## config.mk

```make
export PLATFORM = sky130hd
export DESIGN_NAME = draw_sprites_flat
export DESIGN_NICKNAME = d
export VERILOG_FILES = /design/src/rtl/vga_pkg.sv /design/src/rtl/vga_if.sv /design/src/rtl/sprite_unit.sv /design/src/rtl/draw_sprites.sv /design/src/flat_wrapper.sv
export SDC_FILE = /design/constraint.sdc
export NUM_CORES = 1
export LEC_CHECK = 0
export CORE_MARGIN = 2
export CORE_UTILIZATION = 52
export CTS_CLUSTER_SIZE = 24
export DETAILED_ROUTE_END_ITERATION = 10
export PLACE_DENSITY = 0.81
export SLEW_MARGIN = 15
export SYNTH_ARGS = -nofsm -noshare
export SYNTH_HDL_FRONTEND = slang
export SYNTH_SLANG_ARGS = --single-unit
```

## constraint.sdc

```tcl
create_clock -name clk -period 4.95 [get_ports clk]
set_input_delay 0.99 -clock clk [delete_from_list [all_inputs] [get_ports clk]]
set_output_delay 0.99 -clock clk [all_outputs]
set_load 0.05 [all_outputs]
```

## src/rtl/vga_pkg.sv

```systemverilog
// Shared VGA timing constants and the pixel-stream record.
package vga_pkg;
  localparam int HOR_PIXELS = 800;
  localparam int VER_PIXELS = 600;
  localparam int CNT_W      = 11;
  localparam logic [11:0] SPR_KEY_DEFAULT = 12'h0F0;

  typedef struct packed {
    logic [CNT_W-1:0] vcount;
    logic             vsync;
    logic             vblnk;
    logic [CNT_W-1:0] hcount;
    logic             hsync;
    logic             hblnk;
    logic [11:0]      rgb;
  } vga_t;

  // Zero-extend a 12-bit coordinate into the 13-bit compare domain.
  function automatic logic [12:0] ext13(input logic [11:0] v);
    return {1'b0, v};
  endfunction
endpackage

```

## src/rtl/vga_if.sv

```systemverilog
// VGA timing + colour bundle passed between pipeline stages.
interface vga_if;
  import vga_pkg::*;
  logic [CNT_W-1:0] vcount;
  logic             vsync;
  logic             vblnk;
  logic [CNT_W-1:0] hcount;
  logic             hsync;
  logic             hblnk;
  logic [11:0]      rgb;

  modport in  (input  vcount, vsync, vblnk, hcount, hsync, hblnk, rgb);
  modport out (output vcount, vsync, vblnk, hcount, hsync, hblnk, rgb);
endinterface

```

## src/rtl/sprite_unit.sv

```systemverilog
// One sprite channel: frame-shadowed position, hit test, ROM address and hit delay.
module sprite_unit
  import vga_pkg::*;
#(
  parameter int SPR_W  = 48,
  parameter int SPR_H  = 64,
  parameter int ADDR_W = 12
) (
  input  logic                clk,
  input  logic                rst,
  input  logic                load,
  input  logic [11:0]         xpos,
  input  logic [11:0]         ypos,
  input  logic                en,
  input  logic                mirror,
  input  logic [CNT_W-1:0]    hcount,
  input  logic [CNT_W-1:0]    vcount,
  input  logic                blank,
  output logic                hit_d,
  output logic [ADDR_W-1:0]   rom_addr
);
  logic [11:0] x_q, y_q;
  logic        en_q, mir_q;

  logic [12:0] h13, v13, x13, y13, dx, dy, col;
  logic        hit;
  logic [ADDR_W-1:0] lin;

  // All compares live in 13 bits so x near 4095 cannot wrap into column 0.
  always_comb begin
    h13 = 13'({2'b00, hcount});
    v13 = 13'({2'b00, vcount});
    x13 = ext13(x_q);
    y13 = ext13(y_q);
    dx  = h13 - x13;
    dy  = v13 - y13;
    hit = en_q && (h13 >= x13) && (v13 >= y13) &&
          (dx < 13'(SPR_W)) && (dy < 13'(SPR_H)) && !blank;
    col = mir_q ? (13'(SPR_W - 1) - dx) : dx;
    lin = ADDR_W'(dy) * ADDR_W'(SPR_W) + ADDR_W'(col);
  end

  always_ff @(posedge clk) begin
    if (rst) begin
      x_q      <= '0;
      y_q      <= '0;
      en_q     <= 1'b0;
      mir_q    <= 1'b0;
      hit_d    <= 1'b0;
      rom_addr <= '0;
    end else begin
      if (load) begin
        x_q   <= xpos;
        y_q   <= ypos;
        en_q  <= en;
        mir_q <= mirror;
      end
      hit_d <= hit;
      if (hit) rom_addr <= lin;
    end
  end
endmodule

```

## src/rtl/draw_sprites.sv

```systemverilog
// N-channel sprite overlay: vsync-shadowed channels, fixed priority, colour key, 2-cycle latency.
module draw_sprites
  import vga_pkg::*;
#(
  parameter int          N_SPR   = 2,
  parameter int          SPR_W   = 48,
  parameter int          SPR_H   = 64,
  parameter int          ADDR_W  = 12,
  parameter logic [11:0] KEY_RGB = SPR_KEY_DEFAULT
) (
  input  logic                          clk,
  input  logic                          rst,
  vga_if.in                             vga_in,
  vga_if.out                            vga_out,
  input  logic [N_SPR-1:0][11:0]        xpos,
  input  logic [N_SPR-1:0][11:0]        ypos,
  input  logic [N_SPR-1:0]              spr_en,
  input  logic [N_SPR-1:0]              mirror,
  output logic [N_SPR-1:0][ADDR_W-1:0]  rom_addr,
  input  logic [N_SPR-1:0][11:0]        rom_pixel
);
  if ((2 ** ADDR_W) < (SPR_W * SPR_H)) begin : g_addr_chk
    $error("ADDR_W too small for SPR_W*SPR_H");
  end

  vga_t s0, s1, s2, s2_nxt;
  logic vsync_q, frame_load, blank;
  logic [N_SPR-1:0] hit_d;
  logic [11:0] pix;

  always_comb begin
    s0.vcount = vga_in.vcount;
    s0.vsync  = vga_in.vsync;
    s0.vblnk  = vga_in.vblnk;
    s0.hcount = vga_in.hcount;
    s0.hsync  = vga_in.hsync;
    s0.hblnk  = vga_in.hblnk;
    s0.rgb    = vga_in.rgb;
  end

  assign frame_load = vga_in.vsync & ~vsync_q;
  assign blank      = vga_in.hblnk | vga_in.vblnk;

  for (genvar g = 0; g < N_SPR; g++) begin : g_spr
    sprite_unit #(
      .SPR_W (SPR_W),
      .SPR_H (SPR_H),
      .ADDR_W(ADDR_W)
    ) u_spr (
      .clk     (clk),
      .rst     (rst),
      .load    (frame_load),
      .xpos    (xpos[g]),
      .ypos    (ypos[g]),
      .en      (spr_en[g]),
      .mirror  (mirror[g]),
      .hcount  (vga_in.hcount),
      .vcount  (vga_in.vcount),
      .blank   (blank),
      .hit_d   (hit_d[g]),
      .rom_addr(rom_addr[g])
    );
  end

  // Walk from lowest priority up so channel 0 is written last and wins.
  always_comb begin
    pix = s1.rgb;
    for (int i = N_SPR - 1; i >= 0; i--)
      if (hit_d[i] && (rom_pixel[i] != KEY_RGB)) pix = rom_pixel[i];
    s2_nxt     = s1;
    s2_nxt.rgb = pix;
  end

  always_ff @(posedge clk) begin
    if (rst) begin
      vsync_q <= 1'b0;
      s1      <= '0;
      s2      <= '0;
    end else begin
      vsync_q <= vga_in.vsync;
      s1      <= s0;
      s2      <= s2_nxt;
    end
  end

  assign vga_out.vcount = s2.vcount;
  assign vga_out.vsync  = s2.vsync;
  assign vga_out.vblnk  = s2.vblnk;
  assign vga_out.hcount = s2.hcount;
  assign vga_out.hsync  = s2.hsync;
  assign vga_out.hblnk  = s2.hblnk;
  assign vga_out.rgb    = s2.rgb;
endmodule
```

## src/flat_wrapper.sv

```systemverilog
// flat-port wrapper written by rule: the top's interface ports become plain ports
module draw_sprites_flat import vga_pkg::*;
#(
  parameter int          N_SPR   = 2,
  parameter int          SPR_W   = 48,
  parameter int          SPR_H   = 64,
  parameter int          ADDR_W  = 12,
  parameter logic [11:0] KEY_RGB = SPR_KEY_DEFAULT
)
  (clk, rst, xpos, ypos, spr_en, mirror, rom_addr, rom_pixel, vga_in_vcount, vga_in_vsync, vga_in_vblnk, vga_in_hcount, vga_in_hsync, vga_in_hblnk, vga_in_rgb, vga_out_vcount, vga_out_vsync, vga_out_vblnk, vga_out_hcount, vga_out_hsync, vga_out_hblnk, vga_out_rgb);
  vga_if vga_in_i ();
  vga_if vga_out_i ();
  input  logic clk;
  input  logic rst;
  input  logic [N_SPR-1:0][11:0] xpos;
  input  logic [N_SPR-1:0][11:0] ypos;
  input  logic [N_SPR-1:0] spr_en;
  input  logic [N_SPR-1:0] mirror;
  output logic [N_SPR-1:0][ADDR_W-1:0] rom_addr;
  input  logic [N_SPR-1:0][11:0] rom_pixel;
  input wire logic [$bits(vga_in_i.vcount)-1:0] vga_in_vcount;
  input wire logic [$bits(vga_in_i.vsync)-1:0] vga_in_vsync;
  input wire logic [$bits(vga_in_i.vblnk)-1:0] vga_in_vblnk;
  input wire logic [$bits(vga_in_i.hcount)-1:0] vga_in_hcount;
  input wire logic [$bits(vga_in_i.hsync)-1:0] vga_in_hsync;
  input wire logic [$bits(vga_in_i.hblnk)-1:0] vga_in_hblnk;
  input wire logic [$bits(vga_in_i.rgb)-1:0] vga_in_rgb;
  output wire logic [$bits(vga_out_i.vcount)-1:0] vga_out_vcount;
  output wire logic [$bits(vga_out_i.vsync)-1:0] vga_out_vsync;
  output wire logic [$bits(vga_out_i.vblnk)-1:0] vga_out_vblnk;
  output wire logic [$bits(vga_out_i.hcount)-1:0] vga_out_hcount;
  output wire logic [$bits(vga_out_i.hsync)-1:0] vga_out_hsync;
  output wire logic [$bits(vga_out_i.hblnk)-1:0] vga_out_hblnk;
  output wire logic [$bits(vga_out_i.rgb)-1:0] vga_out_rgb;
  assign vga_in_i.vcount = vga_in_vcount;
  assign vga_in_i.vsync = vga_in_vsync;
  assign vga_in_i.vblnk = vga_in_vblnk;
  assign vga_in_i.hcount = vga_in_hcount;
  assign vga_in_i.hsync = vga_in_hsync;
  assign vga_in_i.hblnk = vga_in_hblnk;
  assign vga_in_i.rgb = vga_in_rgb;
  assign vga_out_vcount = vga_out_i.vcount;
  assign vga_out_vsync = vga_out_i.vsync;
  assign vga_out_vblnk = vga_out_i.vblnk;
  assign vga_out_hcount = vga_out_i.hcount;
  assign vga_out_hsync = vga_out_i.hsync;
  assign vga_out_hblnk = vga_out_i.hblnk;
  assign vga_out_rgb = vga_out_i.rgb;
  draw_sprites #(.N_SPR(N_SPR), .SPR_W(SPR_W), .SPR_H(SPR_H), .ADDR_W(ADDR_W), .KEY_RGB(KEY_RGB)) u_core (.clk(clk), .rst(rst), .vga_in(vga_in_i), .vga_out(vga_out_i), .xpos(xpos), .ypos(ypos), .spr_en(spr_en), .mirror(mirror), .rom_addr(rom_addr), .rom_pixel(rom_pixel));
endmodule
```

* Yosys cells after proc, flatten, opt, wreduce, memory -nomap -nowiden
Index checks and enable logic that the tools add are counted.
** Cells by class
- $lt $le $gt $ge :: 8
- Multipliers :: 2
- Add/sub/neg operators :: 8
- Reductions and logical operators :: 13
- Bitwise gates (word level) :: 3
- Eq/ne operators :: 2
- Multiplexer cells :: 4
** Operators by type and width (count)
- 11-bit by 12-bit subtractor with 13-bit output :: 4
- 11-bit by 12-bit >= comparator with 1-bit output :: 4
- 12-bit two-way mux :: 4
- 13-bit by 6-bit less-than comparator with 1-bit output, second input constant :: 2
- 13-bit by 7-bit less-than comparator with 1-bit output, second input constant :: 2
- 12-bit adder :: 2
- 12-bit by 2-bit multiplier with 8-bit output, second input constant :: 2
- 12-bit by 8-bit != test with 1-bit output, second input constant :: 2
- 6-bit by 12-bit subtractor with 12-bit output, first input constant :: 2
- 1-bit logical AND :: 12
- 1-bit bitwise AND :: 1
- 1-bit zero test :: 1
- 1-bit NOT :: 1
- 1-bit OR :: 1
** Storage, ports and cells
- Logic and storage cells :: 66
- Register bits after elaboration :: 154

* Depth between registers and ports, before layout
Gate-level depths: netlist (run 1).
- Depth in word-level cells :: 6
- Mapped depth :: 21

* Hierarchy
A second synthesis (run 1) with hierarchy kept.
** Second synthesis, totals
- Cells, all modules :: 940
- Area, all modules :: 8873.5 µm²
** By module, submodules not included
- sprite_unit :: times used 2, cells each 371, area each 3245.6 µm²
- draw_sprites :: times used 1, cells each 198, area each 2382.3 µm²

* Worst setup path after synthesis (run 1)
OpenSTA, ideal clock, no wires.
- Kind :: input port to flip-flop
- From :: input port vga_in_hcount[2]
- To :: register u_core.g_spr[1].u_spr.rom_addr[11]
- Arrival time :: 4417 ps
- Stages :: 17
- Setup time :: 123 ps
- Setup slack :: 409 ps
- Cells stage by stage :: ha_1 -> a21oi_1 -> o21ai_1 -> a31oi_1 -> xor2_1 -> inv_1 -> ha_1 -> mux2i_1 -> ha_1 -> a21o_1 -> a21oi_1 -> nor2b_1 -> o21a_1 -> o41ai_1 -> xnor3_1 -> nor2_1 -> mux2_1
** On the way
- Longest elaborated chain between the ends :: 6
- Elaborated cells on any way between the ends :: 11
- Those cells by class :: add/sub: 3; order compare: 2; mux: 1; reduce/logical: 5
** RTL lines
- start: declaration :: RTL line flat_wrapper.sv:24 : input wire logic [$bits(vga_in_i.hcount)-1:0] vga_in_hcount;
- branches (longest 6 deep; another with 11-bit by 12-bit subtractor with 13-bit output)
- end signal: assignment :: RTL line sprite_unit.sv:59 : if (hit) rom_addr <= lin;
- end: declaration :: RTL line sprite_unit.sv:20 : output logic [ADDR_W-1:0] rom_addr
Several ways; the timed one is not identified.
A chain may end at the register's enable or synchronous reset.

* Worst setup path after layout (run 1)
- From :: input port vga_in_hcount[1]
- To :: register u_core.g_spr[1].u_spr.rom_addr[11]
Same word-level chain as after synthesis.

==> impl_metrics.tcl, run 1 <==
set metrics [dict create \
    cap_violations 0 \
    grt.total_usage_pct 24.56 \
    slew_violations 0 \
    power.share.combinational_pct 35.0 \
    antenna_found_initial 0 \
    fmax_mhz 216.2 \
    synth-main-ff-cell "dfxtp_1" \
    p_sw_share_pct 32.17 \
    fin_total_pwr_mw 4.060 \
    routabilityCongestion 0.8834 \
    relSlewSlack_pct 22.38 \
    synth.net_count 1176 \
    hold_ws_ps 435.4 \
    ys_seq_area_share_pct 36.51 \
    crit_fanout 5 \
    rsz0062_at_grt "false" \
    vias 7265 \
    hold_start "u_core.s1[28]" \
    overflow 0 \
    cts_buffers 17 \
    synth_area_leaders "dfxtp_1 37%, ha_1 10%, nor2b_1 6.4%, a21oi_1 5.4%, nand2_1 5.4%" \
    reg2reg_depth 18 \
    p_sw_mw 1.306 \
    die_area_um2 17270 \
    post_synth_xor_area_fraction_pct 6.580 \
    highest_layer "met4" \
    tightest_slew_ps 1164 \
    leakage_nw 4.448 \
    power_density_nw_per_um2 363.1 \
    r2r_end "u_core.g_spr[1].u_spr.rom_addr[11]" \
    synth_edf_count 0 \
    vdd_drop_max_mv 0.2818 \
    drc 0 \
    synth_area_um2 8443 \
    h-tree-depth 4 \
    hold_violations 0 \
    die_w_um 131.4 \
    final_cell_mix "176 x clkdlybuf4s50_1, 154 x dfxtp_1, 121 x nand2_1" \
    die_h_um 131.4 \
    dr_wl_met2_um 10660 \
    grt_max_degree 117 \
    ys_ff_latch 154 \
    synth.avg_cell_area_um2 8.598 \
    seqPwrFrac_pct 32.4 \
    setup-violations-final 0 \
    async_flop_share_pct 0 \
    p_clk_share_pct 32.6 \
    synth_top_family_by_area "simple AND/OR/NAND/NOR gates" \
    min_path_cells 1 \
    p_int_mw 2.754 \
    wirelength_met1_um 9165 \
    ioPinCount 178 \
    cts_tree "built" \
    ctsHoldBuffers 0 \
    final_common_cell "clkdlybuf4s50_1" \
    fin_nets 1361 \
    drt_iter0_drc 430 \
    design_area_um2 11180 \
    synth_mux_area_share_pct 3.483 \
    start_util_pct 53.15 \
    clock_latency_ps 440 \
    hp-class "reg -> reg" \
    drive_gt1_share_pct 6.610 \
    grt_pass1_wl_um 34460 \
    r2r_start "u_core.g_spr[1].u_spr.x_q[2]" \
    placed_cells_incl_taps 1363 \
    arrival_ps 4950 \
    wire_per_inst_um 15.03 \
    via_per_inst 5.204 \
    period_minus_slack_ps 4626 \
    synth-compound-area-share_pct 16.42 \
    clock_sinks 154 \
    cp-start-kind "input pin" \
    area_growth_pct 32.42 \
    row_count 46 \
    synth_top_cell_by_area "dfxtp_1" \
    critical_path_class "in -> reg" \
    clock_path_buffers 2 \
    ant_nets 0 \
    n_antenna_cell 0 \
    clk_pin_slew_ps 60 \
    drt-total-wl_um 20980 \
    reg2reg_slack_ps 1030 \
    dpl_cell_area_um2 10550 \
    synth_fa_ha_area_share_pct 12.39 \
    status "completed" \
    ys.warnings.count 0 \
    port_buffers 177 \
    synth_cells 982 \
    dpl_worst_slack_ps -146.1 \
    synth_top_area_share_pct 36.51 \
    grt_pass1_vias 7162 \
    finalCritPeriodShare_pct 93.45 \
    clock-skew-final_ps 11.24 \
    hpwl_um 15290 \
    synth_cell_type_count 69 \
    layout_setup_ws_ps 324.1 \
    cts_root_buffer "clkbuf_16" \
    instances_no_fill 1396 \
    min_to "u_core.vga_out.vcount[1]" \
    coreArea_um2 15890 \
    drtPass1Iterations 4 \
    required_ps 5270 \
    synth_simple_gate_area_share_pct 19.61 \
    wl_met3_um 765 \
    endpoint_kind "flip-flop" \
]
-- cells in the mapped netlist (2+ instances only) --
master,n
dfxtp_1,154
nand2_1,121
a21oi_1,91
nor2b_1,86
inv_1,72
ha_1,70
nor2_1,52
xnor2_1,39
clkbuf_1,31
xor2_1,20
a21o_1,18
nand3_1,18
o21ai_0,18
mux2i_1,17
a211oi_1,16
nand2b_1,13
o21ai_1,13
mux2_1,11
fa_1,8
nor3_1,8
o21a_1,8
buf_1,7
o31ai_1,7
a31oi_1,6
nor4b_1,6
nor4_1,4
o211ai_1,4
o21bai_1,4
or3_1,4
a311oi_1,3
and3_1,3
or2_1,3
or2_2,3
a211o_1,2
a221oi_2,2
a311o_1,2
a31o_1,2
buf_2,2
nand4_1,2
nor4bb_1,2
o41ai_1,2
-- layout make-up --
| class | instances | area (µm²) |
|---|---|---|
| clock buffers | 20 | 456.7 |
| clock inverters | 12 | 138.9 |
| fillers | 1288 | 4705 |
| inverters | 72 | 270.3 |
| multi-input cells | 716 | 4955 |
| flip-flops and latches | 154 | 3083 |
| well taps | 216 | 270.3 |
| repair buffers | 206 | 2007 |
-- flip-flops by register name, indices dropped and copies added, names as in the netlist, 11 cells and up --
name                         flops
u_core.vga_out.hcount           11
u_core.vga_out.vcount           11
u_core.g_spr.u_spr.y_q          24
u_core.g_spr.u_spr.x_q          24
u_core.g_spr.u_spr.rom_addr     24
u_core.vga_out.rgb              12
u_core.s1                       37
-- worst max-delay path, cell delays in order --
cell	delay, ps
clkdlybuf4s50_1	620
ha_1	300
nand2_1	80
o21ai_1	90
a31oi_1	300
xor2_1	240
inv_1	70
ha_1	290
mux2i_1	190
ha_1	270
a21o_1	180
a21oi_1	190
nor2b_1	70
o21a_1	200
o41ai_2	250
xnor3_1	260
nor2_1	40
mux2_1	310
-- repair_timing --
| action | CTS | global route |
|---|---|---|
| setup buffers | 0 | 0 |
| gates resized for setup | 0 | 1 |
| setup endpoints to repair | 0 | 1 |
-- logic make-up after synthesis --
kind of cell	after synthesis
AO/OA/AOI/OAI	216
XOR/XNOR	61
adder cells (fa/ha/maj)	79
buffers and inverters	112
flip-flops	154
multiplexers	28
AND/OR/NAND/NOR	332
-- worst max path at each step --
stage	start	end	slack (ps)
after global placement	vga_in_vcount[0]	u_core.g_spr[1].u_spr.rom_addr[11]	-3
after detailed placement	vga_in_hcount[1]	u_core.g_spr[1].u_spr.rom_addr[11]	-150
after CTS	vga_in_hcount[1]	u_core.g_spr[1].u_spr.rom_addr[11]	250
after floorplan	vga_in_hcount[2]	u_core.g_spr[1].u_spr.rom_addr[11]	410
after global routing	vga_in_hcount[1]	u_core.g_spr[1].u_spr.rom_addr[11]	20
final	vga_in_hcount[1]	u_core.g_spr[1].u_spr.rom_addr[11]	320
-- per-stage QoR --
step	util, %	TNS [ps]
finish	70.38	0
floorplan	-	0
global placement	66.41	-2.598
CTS	70.16	0
detailed placement	66.41	-192.1
global route	70.38	0
-- power by group through the flow --
stage / clock network (mW) / logic (mW) / registers, mW
6_report: 1.32 / 1.42 / 1.31
5_1_grt: 1.39 / 1.59 / 1.32
4_1_cts: 1.34 / 1.40 / 1.31
3_5_place_dp: 0 / 1.39 / 1.34
3_3_place_gp: 0 / 1.36 / 1.34
2_1_floorplan: 0 / 0.988 / 1.38
-- routing by layer --
layer	GRT usage [%]	up-vias
li1	-	3710
met1	29.00	3379
met2	44.36	144
met3	5.440	32
met4	7.428	0
met5	0	-
(Power assumes the default switching activity.)
==> inputs of run 2 (changes only) <==
--- a/config.mk
+++ b/config.mk
@@ -10,7 +10,7 @@
 export CTS_CLUSTER_SIZE = 24
 export DETAILED_ROUTE_END_ITERATION = 10
 export PLACE_DENSITY = 0.81
-export SLEW_MARGIN = 15
+export SLEW_MARGIN = 20
 export SYNTH_ARGS = -nofsm -noshare
 export SYNTH_HDL_FRONTEND = slang
 export SYNTH_SLANG_ARGS = --single-unit
==> constraint.sdc (replaced) <==
create_clock -name clk -period 4.95 [get_ports clk]
set_input_delay 0.99 -clock clk [delete_from_list [all_inputs] [get_ports clk]]
set_output_delay 0.99 -clock clk [all_outputs]
set_load 0.005 [all_outputs]
==> run 2 against run 1 <==
  * Clock skew decreased by 5.6 ps
  * Die area stayed put
  * Power shrank 2.7%
  * Clock power down 5%
==> impl_metrics.tcl, run 2 (same netlist as run 1, synthesis figures left out) <==
set metrics [dict create \
    clk_pin_slew_ps 60 \
    grt.total_usage_pct 24.19 \
    crit_fanout 5 \
    area_growth_pct 32.05 \
    drive_gt1_share_pct 6.186 \
    grt_max_degree 117 \
    grt_pass1_vias 7174 \
    fill_cells 1294 \
    routabilityCongestion 0.8834 \
    port_buffers 177 \
    arrival_ps 4990 \
    die_area_um2 17270 \
    die_w_um 131.4 \
    cp_slowest_cell "clkdlybuf4s50_1" \
    cp-start-kind "input pin" \
    drtPass1Iterations 4 \
    ctsHoldBuffers 0 \
    cts_tree "built" \
    antenna_found_initial 0 \
    endpoint_kind "flip-flop" \
    die_h_um 131.4 \
    clock_sinks 154 \
    wl_met3_um 905 \
    final_common_cell "clkdlybuf4s50_1" \
    dr_wl_met2_um 10220 \
    row_count 46 \
    leakage_nw 4.429 \
    hpwl_um 15440 \
    ioPinCount 178 \
    relSlewSlack_pct 44.50 \
    fin_nets 1361 \
    slew_violations 0 \
    h-tree-depth 4 \
    overflow 0 \
    drt_iter0_drc 413 \
    setup-violations-final 0 \
    clock-skew-final_ps 5.602 \
    n_antenna_cell 0 \
    tightest_slew_ps 832.5 \
    status "completed" \
    fmax_mhz 213.7 \
    final_cell_mix "176 x clkdlybuf4s50_1, 154 x dfxtp_1, 121 x nand2_1" \
    regMostFlops "u_core.s1" \
    largest_reg_flops 37 \
    finalCritPeriodShare_pct 94.55 \
    tns_ps 0 \
    drc 0 \
    via_per_inst 5.234 \
    vias 7306 \
    cts_root_buffer "clkbuf_16" \
    critical_path_class "in -> reg" \
    highest_layer "met4" \
    hp-class "reg -> reg" \
    placed_cells_incl_taps 1364 \
    clock_path_buffers 2 \
    period_minus_slack_ps 4680 \
    cap_violations 0 \
    coreArea_um2 15890 \
    power_density_nw_per_um2 354.4 \
    vdd_drop_max_mv 0.2649 \
    clock_latency_ps 430 \
    hold_violations 0 \
    required_ps 5260 \
    cts_setup_buffers 0 \
    start_util_pct 53.15 \
    wirelength_met1_um 8993 \
    wire_per_inst_um 14.82 \
    postCtsResizedCells 0 \
    drt-total-wl_um 20690 \
    cp_common_cell "ha_1" \
    path_cells "clkdlybuf4s50_1 > ha_1 > nand2_1 > o21ai_1 > a31oi_1 > xor2_1 > inv_1 > ha_1 > mux2i_1 > ha_1 > a21o_1 > a21oi_1 > nor2b_1 > o21a_1 > o41ai_1 > xnor3_1 > nor2_1 > mux2_1" \
    grt_pass1_wl_um 33990 \
    ant_nets 0 \
    rsz0062_at_grt "false" \
    instances_no_fill 1396 \
    slowest_delay_ps 540 \
    cts_buffers 17 \
    fin_total_pwr_mw 3.951 \
]
## run 2: final cells by class
type,instances,area (µm²),area share [%]
repair buffers,206,2011,18.03
clock inverters,10,118.9,1.066
well taps,216,270.3,2.424
flip-flops and latches,154,3083,27.65
inverters,72,270.3,2.424
multi-input cells,716,4952,44.42
clock buffers,22,444.2,3.984
## run 2: layer usage
metal,GRT usage [%],vias up
met5,0,-
met4,9.903,0
met3,4.900,39
met2,43.22,175
met1,28.19,3381
li1,-,3711
## run 2: critical path, delay by kind of cell
kind,cells,cell delay (ps)
AO/OA/AOI/OAI,6,1270
XOR/XNOR,2,500
adder cells (fa/ha/maj),3,940
buffers and inverters,2,610
multiplexers,2,490
AND/OR/NAND/NOR,3,200
## run 2: per-stage QoR
| step | setup slack [ps] | area [µm²] | util (%) | hold slack [ps] |
|---|---|---|---|---|
| floorplan | 409.5 | 8443 | - | 413.8 |
| global placement | -2.598 | 10550 | 66.41 | 417.8 |
| detailed placement | -154.0 | 10580 | 66.59 | 423.9 |
| CTS | 295.8 | 11140 | 70.13 | 438.7 |
| global route | 23.83 | 11150 | 70.19 | 452.7 |
| finish | 269.7 | 11150 | 70.19 | 434.5 |
## run 2: path summary, 6_finish.rpt
path | to | cells after the start | slack (ps) | startpoint
worst max-delay path | u_core.g_spr[1].u_spr.rom_addr[11] | 18 | 270 | vga_in_hcount[1]
worst min-delay path | u_core.vga_out.vcount[10] | 1 | 430 | u_core.s1[37]
worst max register to register | u_core.g_spr[1].u_spr.rom_addr[11] | 18 | 980 | u_core.g_spr[1].u_spr.x_q[2]
worst min register to register | u_core.vga_out.vcount[10] | 1 | 430 | u_core.s1[37]
## run 2: where the power goes
| part | internal, mW | total (mW) | switching, mW |
|---|---|---|---|
| combinational | 0.682 | 1.38 | 0.698 |
| clock | 0.743 | 1.26 | 0.515 |
| sequential | 1.29 | 1.31 | 0.0222 |
| total | 2.72 | 3.95 | 1.23 |
